[src/rtl/phase_controller.sv]
// VeriRISC instruction sequencer: per-phase datapath strobes plus run/halt/single-step control
// of the external phase counter.
module phase_controller #(
  parameter int unsigned PHASE_WIDTH  = 3,
  parameter int unsigned OPCODE_WIDTH = 3,
  parameter int unsigned STEP_SUPPORT = 1
) (
  input  logic                    clk,
  input  logic                    rst,
  input  logic [PHASE_WIDTH-1:0]  phase,
  input  logic [OPCODE_WIDTH-1:0] opcode,
  input  logic                    zero,
  input  logic                    step_mode,
  input  logic                    step,
  input  logic                    resume,
  output logic                    phase_en,
  output logic                    sel,
  output logic                    rd,
  output logic                    ld_ir,
  output logic                    halt,
  output logic                    inc_pc,
  output logic                    ld_pc,
  output logic                    ld_ac,
  output logic                    wr,
  output logic                    data_e,
  output logic                    halted,
  output logic                    paused,
  output logic                    instr_done
);

  localparam logic [PHASE_WIDTH-1:0] PH_INST_ADDR  = PHASE_WIDTH'(0);
  localparam logic [PHASE_WIDTH-1:0] PH_INST_FETCH = PHASE_WIDTH'(1);
  localparam logic [PHASE_WIDTH-1:0] PH_INST_LOAD  = PHASE_WIDTH'(2);
  localparam logic [PHASE_WIDTH-1:0] PH_IDLE       = PHASE_WIDTH'(3);
  localparam logic [PHASE_WIDTH-1:0] PH_OP_ADDR    = PHASE_WIDTH'(4);
  localparam logic [PHASE_WIDTH-1:0] PH_OP_FETCH   = PHASE_WIDTH'(5);
  localparam logic [PHASE_WIDTH-1:0] PH_ALU_OP     = PHASE_WIDTH'(6);
  localparam logic [PHASE_WIDTH-1:0] PH_STORE      = PHASE_WIDTH'(7);

  localparam logic [OPCODE_WIDTH-1:0] OP_HLT = OPCODE_WIDTH'(0);
  localparam logic [OPCODE_WIDTH-1:0] OP_SKZ = OPCODE_WIDTH'(1);
  localparam logic [OPCODE_WIDTH-1:0] OP_ADD = OPCODE_WIDTH'(2);
  localparam logic [OPCODE_WIDTH-1:0] OP_AND = OPCODE_WIDTH'(3);
  localparam logic [OPCODE_WIDTH-1:0] OP_XOR = OPCODE_WIDTH'(4);
  localparam logic [OPCODE_WIDTH-1:0] OP_LDA = OPCODE_WIDTH'(5);
  localparam logic [OPCODE_WIDTH-1:0] OP_STO = OPCODE_WIDTH'(6);
  localparam logic [OPCODE_WIDTH-1:0] OP_JMP = OPCODE_WIDTH'(7);

  typedef enum logic [1:0] {
    ST_RUN    = 2'd0,
    ST_HALTED = 2'd1,
    ST_PAUSED = 2'd2
  } state_t;

  state_t state_q, state_d;
  logic   instr_done_q, instr_done_d;
  logic   aluop;

  assign aluop = (opcode == OP_ADD) || (opcode == OP_AND) ||
                 (opcode == OP_XOR) || (opcode == OP_LDA);

  // State register
  always_ff @(posedge clk or negedge rst) begin
    if (!rst) begin
      state_q      <= ST_RUN;
      instr_done_q <= 1'b0;
    end else begin
      state_q      <= state_d;
      instr_done_q <= instr_done_d;
    end
  end

  // Next-state: HLT stops at the end of phase 4, single-step stops at the end of phase 7
  always_comb begin
    state_d      = state_q;
    instr_done_d = 1'b0;
    case (state_q)
      ST_RUN: begin
        instr_done_d = (phase == PH_STORE);
        if ((phase == PH_OP_ADDR) && (opcode == OP_HLT)) begin
          state_d = ST_HALTED;
        end else if ((STEP_SUPPORT != 32'd0) && step_mode && (phase == PH_STORE)) begin
          state_d = ST_PAUSED;
        end
      end
      ST_HALTED: begin
        if (resume) state_d = ST_RUN;
      end
      ST_PAUSED: begin
        if (step || !step_mode) state_d = ST_RUN;
      end
      default: state_d = ST_RUN;
    endcase
  end

  // Strobe decode; everything is masked outside RUN so a frozen counter cannot repeat side effects
  always_comb begin
    phase_en = 1'b0;
    sel      = 1'b0;
    rd       = 1'b0;
    ld_ir    = 1'b0;
    halt     = 1'b0;
    inc_pc   = 1'b0;
    ld_pc    = 1'b0;
    ld_ac    = 1'b0;
    wr       = 1'b0;
    data_e   = 1'b0;
    halted   = rst && (state_q == ST_HALTED);
    paused   = rst && (state_q == ST_PAUSED);
    if (rst && (state_q == ST_RUN)) begin
      phase_en = 1'b1;
      case (phase)
        PH_INST_ADDR: sel = 1'b1;
        PH_INST_FETCH: begin
          sel = 1'b1;
          rd  = 1'b1;
        end
        PH_INST_LOAD, PH_IDLE: begin
          sel   = 1'b1;
          rd    = 1'b1;
          ld_ir = 1'b1;
        end
        PH_OP_ADDR: begin
          inc_pc = 1'b1;
          halt   = (opcode == OP_HLT);
        end
        PH_OP_FETCH: rd = aluop;
        PH_ALU_OP: begin
          rd     = aluop;
          inc_pc = (opcode == OP_SKZ) && zero;
          ld_pc  = (opcode == OP_JMP);
          data_e = (opcode == OP_STO);
        end
        PH_STORE: begin
          rd     = aluop;
          ld_ac  = aluop;
          ld_pc  = (opcode == OP_JMP);
          wr     = (opcode == OP_STO);
          data_e = (opcode == OP_STO);
        end
        default: ;
      endcase
    end
  end

  assign instr_done = instr_done_q;

endmodule

[config.mk]
export PLATFORM = sky130hd
export DESIGN_NAME = phase_controller
export DESIGN_NICKNAME = d
export VERILOG_FILES = /design/src/rtl/phase_controller.sv
export SDC_FILE = /design/constraint.sdc
export NUM_CORES = 1
export LEC_CHECK = 0
export CORE_AREA = 5 5 42 44
export CTS_CLUSTER_DIAMETER = 50
export DETAILED_ROUTE_END_ITERATION = 10
export DIE_AREA = 0 0 47 49
export DONT_BUFFER_PORTS = 1
export PLACE_DENSITY = 0.34
export SLEW_MARGIN = 20
export SYNTH_ARGS = -nofsm -noshare
export SYNTH_HDL_FRONTEND = slang
export SYNTH_SLANG_ARGS = --single-unit
[constraint.sdc]
create_clock -name clk -period 1.31 [get_ports clk]
set_input_delay 0.262 -clock clk [delete_from_list [all_inputs] [get_ports clk]]
set_output_delay 0.262 -clock clk [all_outputs]
set_load 0.05 [all_outputs]
==> results of run 1 <==
## area by class of cell
class / count / area (um2)
fill: 133 / 729
inverter: 3 / 13.8
multi-input combinational: 25 / 282
tap: 16 / 20.0
timing repair buffer: 19 / 255
clock buffer: 4 / 26.3
sequential: 3 / 75.1
## repair_timing
item,in CTS,in global routing
endpoints found under the hold margin,3,0
endpoints found under the setup margin,12,12
pin swaps,4,0
setup buffers,0,1
hold buffers,1,0
gates resized for setup,8,4
## synthesized netlist by cell type
cell      number
nor3_1         5
dfrtp_1        3
inv_1          3
nor2_1         3
a211oi_1       2
or4bb_1        2
and3b_2        1
buf_6          1
nand2_1        1
nand2b_1       1
nand3_1        1
nand4_1        1
nor3b_1        1
nor4b_4        1
o41ai_1        1
o41ai_2        1
or3b_1         1
or3b_2         1
or4_1          1
xnor2_1        1
## power groups by stage
stage | clock, uW | sequential (uW) | combinational, uW
final | 159 | 103 | 175
after global routing | 176 | 103 | 183
after CTS | 167 | 103 | 168
after detailed placement | 0 | 104 | 156
after global placement | 0 | 103 | 154
after floorplan | 0 | 105 | 99.8
## routing by layer
layer	share of wire	wire (um)	up-vias
met1	0.29	283	153
met3	0.12	114	2
met2	0.58	571	19
met4	0.0082	8	0
met5	0	0	-
li1	-	-	165
## worst paths after layout
path,from,end,slack [ps],cells after the start
max,state_q[0]$_DFFE_PN0P_,ld_ir,-530,4
min in group asynchronous,rst,instr_done$_DFF_PN0_,290,1
max reg2reg,state_q[0]$_DFFE_PN0P_,state_q[1]$_DFFE_PN0P_,100,3
min,step_mode,state_q[1]$_DFFE_PN0P_,180,2
min reg2reg,state_q[0]$_DFFE_PN0P_,instr_done$_DFF_PN0_,580,2
max in group asynchronous,rst,state_q[1]$_DFFE_PN0P_,870,1
## critical path, cell delays in order (launching register included)
cell and delay (ps):
dfrtp_1 370, or3b_4 440, buf_12 160, nor3b_4 210
buf_12 160
## stage by stage
stage / instance area, um2 / total power (uW) / hold WS [ps]
2_1_floorplan: 362 / 205 / -33.6
3_3_place_gp: 586 / 258 / -33.5
3_5_place_dp: 586 / 260 / -33.4
4_1_cts: 654 / 438 / 174
5_1_grt: 672 / 462 / 184
6_report: 672 / 436 / 178
## kinds of logic after synthesis
group                  after synthesis  synth area share
AO/OA/AOI/OAI                        4             0.137
XOR/XNOR                             1            0.0299
buffers and inverters                4            0.0769
flip-flops                           3             0.256
AND/OR/NAND/NOR                     20             0.500
## registers in the layout, summed over array words and instances, names as in the netlist
signal	cells
instr_done	1
state_q	2
==> reports/qor_table.md, run 1 <==
| Group | Parameter | Reported |
| --- | --- | --- |
| setup path | Critical path peak fanout | 6 |
| layout | Nets | 67 |
| logic synthesis | Library cells used by synthesis | 20 |
| power | Relative contribution of the clock network to total power | 0.364 |
| timing | Number of endpoints failing setup at the final stage | 11 |
| logic synthesis | Total nets after synthesis | 44 |
| logic synthesis | Top cells by area, synth | dfrtp_1 26%, nor3_1 8.5%, nor4b_4 8.1%, or4bb_1 7.7%, o41ai_2 5.6% |
| logic synthesis | Number of warnings issued by yosys | 0 |
| logic synthesis | Post-synth top area cell | dfrtp_1 |
| cts | Total CTS buffers | 3 |
| setup path | Data required time of the worst path | 1050 ps |
| timing | Setup Skew | 3.30 ps |
| power | Combinational cell fraction of total power | 0.401 |
| power | Highest ir drop seen on vdd | 265 uV |
| timing | Least-Margin Pin Slew | 469 ps |
| timing | Fmax | 542 MHz |
| cts | Sinks on Clock Net | 3 |
| floorplanning | DIE WIDTH | 47 um |
| setup path | Kind of capture point of the worst setup path | primary output |
| floorplanning | Effective utilization at floorplan | 0.209 |
| status | Result of the run | complete, but fails checks |
| grt | Wire length of the first global-routing pass | 1.57 mm |
| timing | Hold violation count in the final report | 0 |
| grt | Largest net degree at the start of global routing | 8 |
| grt | GRT Total Usage | 0.0947 |
| placed design | Post-Place Worst Slack | -387 ps |
| layout | Fraction of final layout cells sized beyond drive strength 1 | 0.648 |
| power | Internal power | 289 uW |
| detailed routing | Routed wirelength normalized by instance count | 14.0 um |
| power | LEAKAGE | 0.000286 uW |
| timing | Final min period | 1840 ps |
| detailed routing | Drt total wl | 977 um |
| floorplanning | Core area | 1400 um2 |
| setup path | CP startpoint kind | flop |
| hold path | Type of the tightest min-delay check | in -> reg |
| cts | TritonCTS clock tree | yes |
| placed design | Placed Instances | 64 |
| logic synthesis | Share of synthesized area occupied by flip-flops and latches | 0.256 |
| grt | Met3 Usage GRT | 0.0443 |
| grt | Total overflow reported by the global router | 0 |
| timing | Setup repair after global routing missed its margin | true |
| power | Sw Ratio | 0.338 |
| floorplanning | Number of I/O pins | 25 |
| power | P_sw | 147 uW |
| logic synthesis | Synth Instances | 32 |
| cts | H-tree depth | 1 |
| grt | Met1 Usage GRT | 0.0756 |
| timing | Final Cycle Share | 1.41 |
| setup path | Classification of the worst setup path | reg -> out |
| floorplanning | Die area | 2300 um2 |
| power | Relative contribution of sequential cells to total power | 0.235 |
| logic synthesis | Average cell area after synthesis | 9.15 um2 |
| grt | Via count of the first global-routing pass | 401 |
| placed design | Placer congestion estimate | 0.710 |
| status | Violated checks | negative setup slack |
| cts | Post-CTS clock slew at the launch and capture registers of the worst setup and hold paths | 30 ps |
| logic synthesis | Area share of the largest cell type after synthesis | 0.256 |
| cts | Worst-skew pair later-pin latency | 230 ps |
| grt | Global routing met2 resource utilization | 0.165 |
| cts | Deepest clock path buffer count | 2 |
| setup path | Data arrival, critical path | 1580 ps |
| timing | Worst slew margin | 0.685 |
| layout | Most common cell after layout, fill and taps aside | buf_12 |
| floorplanning | Die outline height | 49 um |
| logic synthesis | Register bit total from synthesis | 3 |
| power | Ratio of total power to cell area | 649 nW/um2 |
| detailed routing | First DRT Iteration DRCs | 1 |
| grt | Initial antenna violation count | 0 |
| layout | Count of placed standard cells in the final layout, fillers left out | 70 |
| timing | Slew Limit Fails | 0 |
| detailed routing | DR pass1 iterations | 3 |
| floorplanning | Row Count | 14 |
| placed design | Number of buffers inserted by port buffering | 0 |
| layout | Number of diodes added for antenna fixing | 0 |
| logic synthesis | Post-synthesis cell area | 293 um2 |
| timing | Setup total negative slack | -4970 ps |
| detailed routing | Via total after detailed routing | 339 |
| layout | Post-layout utilization of the core | 0.479 |
| detailed routing | DR vias/cell | 4.84 |
| layout | Area delta synth->final | 129% |
| layout | Most frequent cells in the layout | 7 x buf_12, 6 x buf_4, 4 x nor3_4, 4 x buf_6 |
| placed design | Final HPWL DP | 861 um |
| job | Max-Cap Viols | 0 |
| cts | Master cell of the clock root buffer | clkbuf_4 |
| grt | Most utilized layer in the global route result | met2 |
| timing | Final worst-path setup slack | -534 ps |
| detailed routing | Final antenna-violating net count | 0 |
| detailed routing | Residual DRC count | 0 |
(Power assumes the default switching activity.)
==> run 2: changes to the inputs <==
CORE_AREA = 2 2 39 41   (was 5 5 42 44)
DIE_AREA = 0 0 41 43   (was 0 0 47 49)
==> run 2 against run 1 <==
Compared with the run above: the run still ends with negative setup slack left; power increased by 0.88%; sequential share of layout area increased by 0.15 points; register-to-register slack about the same; clock skew decreased by 1.7 ps; hold slack got worse by 9.2 ps; clock-buffer cell count unchanged; die area decreased by 23%; critical endpoint is now wr.
==> reports/qor_table.md, run 2 (synthesized netlist as in run 1, its figures left out) <==
| Group | Parameter | Reported | vs previous |
| --- | --- | --- | --- |
| timing | Final min period | 1910 ps | +63.8 ps |
| grt | Largest net degree at the start of global routing | 8 | unchanged |
| detailed routing | First DRT Iteration DRCs | 3 | +2 |
| setup path | Data arrival, critical path | 1650 ps | +70 ps |
| timing | Number of endpoints failing setup at the final stage | 11 | unchanged |
| setup path | Origin of the worst setup path | state_q[1]$_DFFE_PN0P_ |  |
| timing | Final Cycle Share | 1.46 | +0.0487 |
| timing | Worst hold slack after final layout | 168 ps | -9.25 ps |
| setup path | Kind of capture point of the worst setup path | primary output |  |
| setup path | Source of the worst register-to-register timing path | state_q[0]$_DFFE_PN0P_ |  |
| layout | Area delta synth->final | 126% |  |
| setup path | Data required time of the worst path | 1050 ps | about the same |
| hold path | Launch instance of the worst min-delay path | step_mode |  |
| timing | Setup Skew | 1.59 ps | -1.71 ps |
| floorplanning | Number of I/O pins | 25 | unchanged |
| job | Max-Cap Viols | 0 | unchanged |
| status | Violated checks | negative setup slack |  |
| timing | Hold violation count in the final report | 0 | unchanged |
| power | LEAKAGE | 0.000280 uW | -2.4% |
| detailed routing | Routed wirelength normalized by instance count | 13.1 um | -6.1% |
| placed design | Number of buffers inserted by port buffering | 0 | unchanged |
| timing | Setup repair after global routing missed its margin | true |  |
| setup path | Classification of the worst setup path | reg -> out |  |
| layout | Most common cell after layout, fill and taps aside | buf_12 |  |
| detailed routing | Drt total wl | 917 um | -6.1% |
| layout | Post-layout utilization of the core | 0.479 | about the same |
| floorplanning | Die area | 1760 um2 | -23% |
| detailed routing | Via total after detailed routing | 352 | +3.8% |
| placed design | Final HPWL DP | 760 um | -12% |
| grt | GRT Total Usage | 0.138 | +0.0429 |
| timing | Final worst-path setup slack | -597 ps | -63.8 ps |
| power | Ratio of total power to cell area | 663 nW/um2 | +2.2% |
| grt | Initial antenna violation count | 0 | unchanged |
| cts | Master cell of the clock root buffer | clkbuf_4 |  |
| power | Highest ir drop seen on vdd | 319 uV | +20% |
| timing | Least-Margin Pin Slew | 448 ps | -21.7 ps |
| grt | Total overflow reported by the global router | 0 | unchanged |
| setup path | Reg-to-Reg End | state_q[1]$_DFFE_PN0P_ |  |
| layout | Nets | 67 | unchanged |
| detailed routing | Residual DRC count | 0 | unchanged |
| timing | Fmax | 524 MHz | -3.3% |
| power | Total chip power | 440 uW | +0.88% |
| cts | Deepest clock path buffer count | 2 | unchanged |
| setup path | Reg2Reg Setup Slack | 110 ps | about the same |
| detailed routing | DR pass1 iterations | 3 | unchanged |
| timing | Slew Limit Fails | 0 | unchanged |
| detailed routing | Final antenna-violating net count | 0 | unchanged |
| layout | Largest register by flop count | state_q |  |
| cts | Total CTS buffers | 3 | unchanged |
| timing | Worst slew margin | 0.702 | +0.0169 |
| hold path | Count of cells along the worst hold path | 2 | unchanged |
| floorplanning | Core area | 1380 um2 | -1.2% |
| cts | H-tree depth | 1 | unchanged |
| placed design | Placer congestion estimate | 0.689 | -2.9% |
| grt | Via count of the first global-routing pass | 415 | +3.5% |
| setup path | Worst Reg2Reg Path Length in Cells | 3 | unchanged |
| layout | Fraction of final layout cells sized beyond drive strength 1 | 0.667 | +0.0185 |
| hold path | Type of the tightest min-delay check | in -> reg |  |
| setup path | CP startpoint kind | flop |  |
| floorplanning | DIE WIDTH | 41 um | -13% |
| layout | Most frequent cells in the layout | 6 x buf_12, 5 x buf_6, 5 x buf_4 |  |
| layout | Max FFs per register | 2 | unchanged |
| floorplanning | Row Count | 14 | unchanged |
| cts | Sinks on Clock Net | 3 | unchanged |
| status | Result of the run | complete, but fails checks |  |
| cts | TritonCTS clock tree | yes |  |
| grt | Wire length of the first global-routing pass | 1.68 mm | +7.5% |
| layout | Number of diodes added for antenna fixing | 0 | unchanged |
| setup path | Critical path peak fanout | 4 | -2 |
| cts | Worst-skew pair later-pin latency | 230 ps | about the same |
| cts | Post-CTS clock slew at the launch and capture registers of the worst setup and hold paths | 40 ps | about the same |
| detailed routing | DR vias/cell | 5.03 | +3.8% |
| floorplanning | Effective utilization at floorplan | 0.212 | +0.00264 |
| floorplanning | Die outline height | 43 um | -12% |
| setup path | Critical path capture point | wr |  |
[run 2: final cells by class]
class,instances,area (um2)
Fill cell,135,721
Multi-Input combinational cell,25,277
Tap cell,16,20.0
Timing Repair Buffer,19,254
Inverter,3,11.3
Clock buffer,4,26.3
Sequential cell,3,75.1
[run 2: metal layers]
layer	wire length, um	vias to the layer above	GRT usage
met5	0	-	0
met4	17	0	0.0800
met3	82	2	0.0471
met2	478	19	0.191
met1	338	166	0.177
li1	-	165	-
[run 2: timing repair]
action | CTS | global route
hold buffers | 1 | 0
endpoints found under the hold margin | 3 | 0
gates resized for setup | 12 | 3
buffers inserted | 1 | 2
pin swaps | 3 | 2
setup endpoints to repair | 12 | 12
[run 2: how the worst min path moves through the flow]
stage | endpoint | slack [ps]
3_5_place_dp | instr_done$_DFF_PN0_ | -30
2_1_floorplan | instr_done$_DFF_PN0_ | -30
4_1_cts | state_q[1]$_DFFE_PN0P_ | 160
3_3_place_gp | instr_done$_DFF_PN0_ | -30
6_report | state_q[1]$_DFFE_PN0P_ | 170
5_1_grt | state_q[1]$_DFFE_PN0P_ | 180
[run 2: power by group]
group          leakage, uW  internal, uW  switching [uW]
Sequential       0.0000411          96.2            6.14
Clock            0.0000150           114            48.6
Combinational     0.000223          80.7            94.1
[run 2: through the flow]
| stage | setup WS, ps | std cells | cell area [um2] | TNS (ps) |
|---|---|---|---|---|
| detailed placement | -385 | 64 | 573 | -2490 |
| finish | -597 | 70 | 663 | -5070 |
| global placement | -371 | 64 | 573 | -2430 |
| CTS | -620 | 70 | 659 | -5260 |
| floorplan | -593 | 32 | 362 | -4680 |
| global route | -647 | 70 | 663 | -5820 |
[run 2: worst max-delay path, stage by stage, from the launching register on]
cell	delay [ps]
dfrtp_1	370
or3b_4	410
buf_8	150
nor4b_4	300
buf_12	180
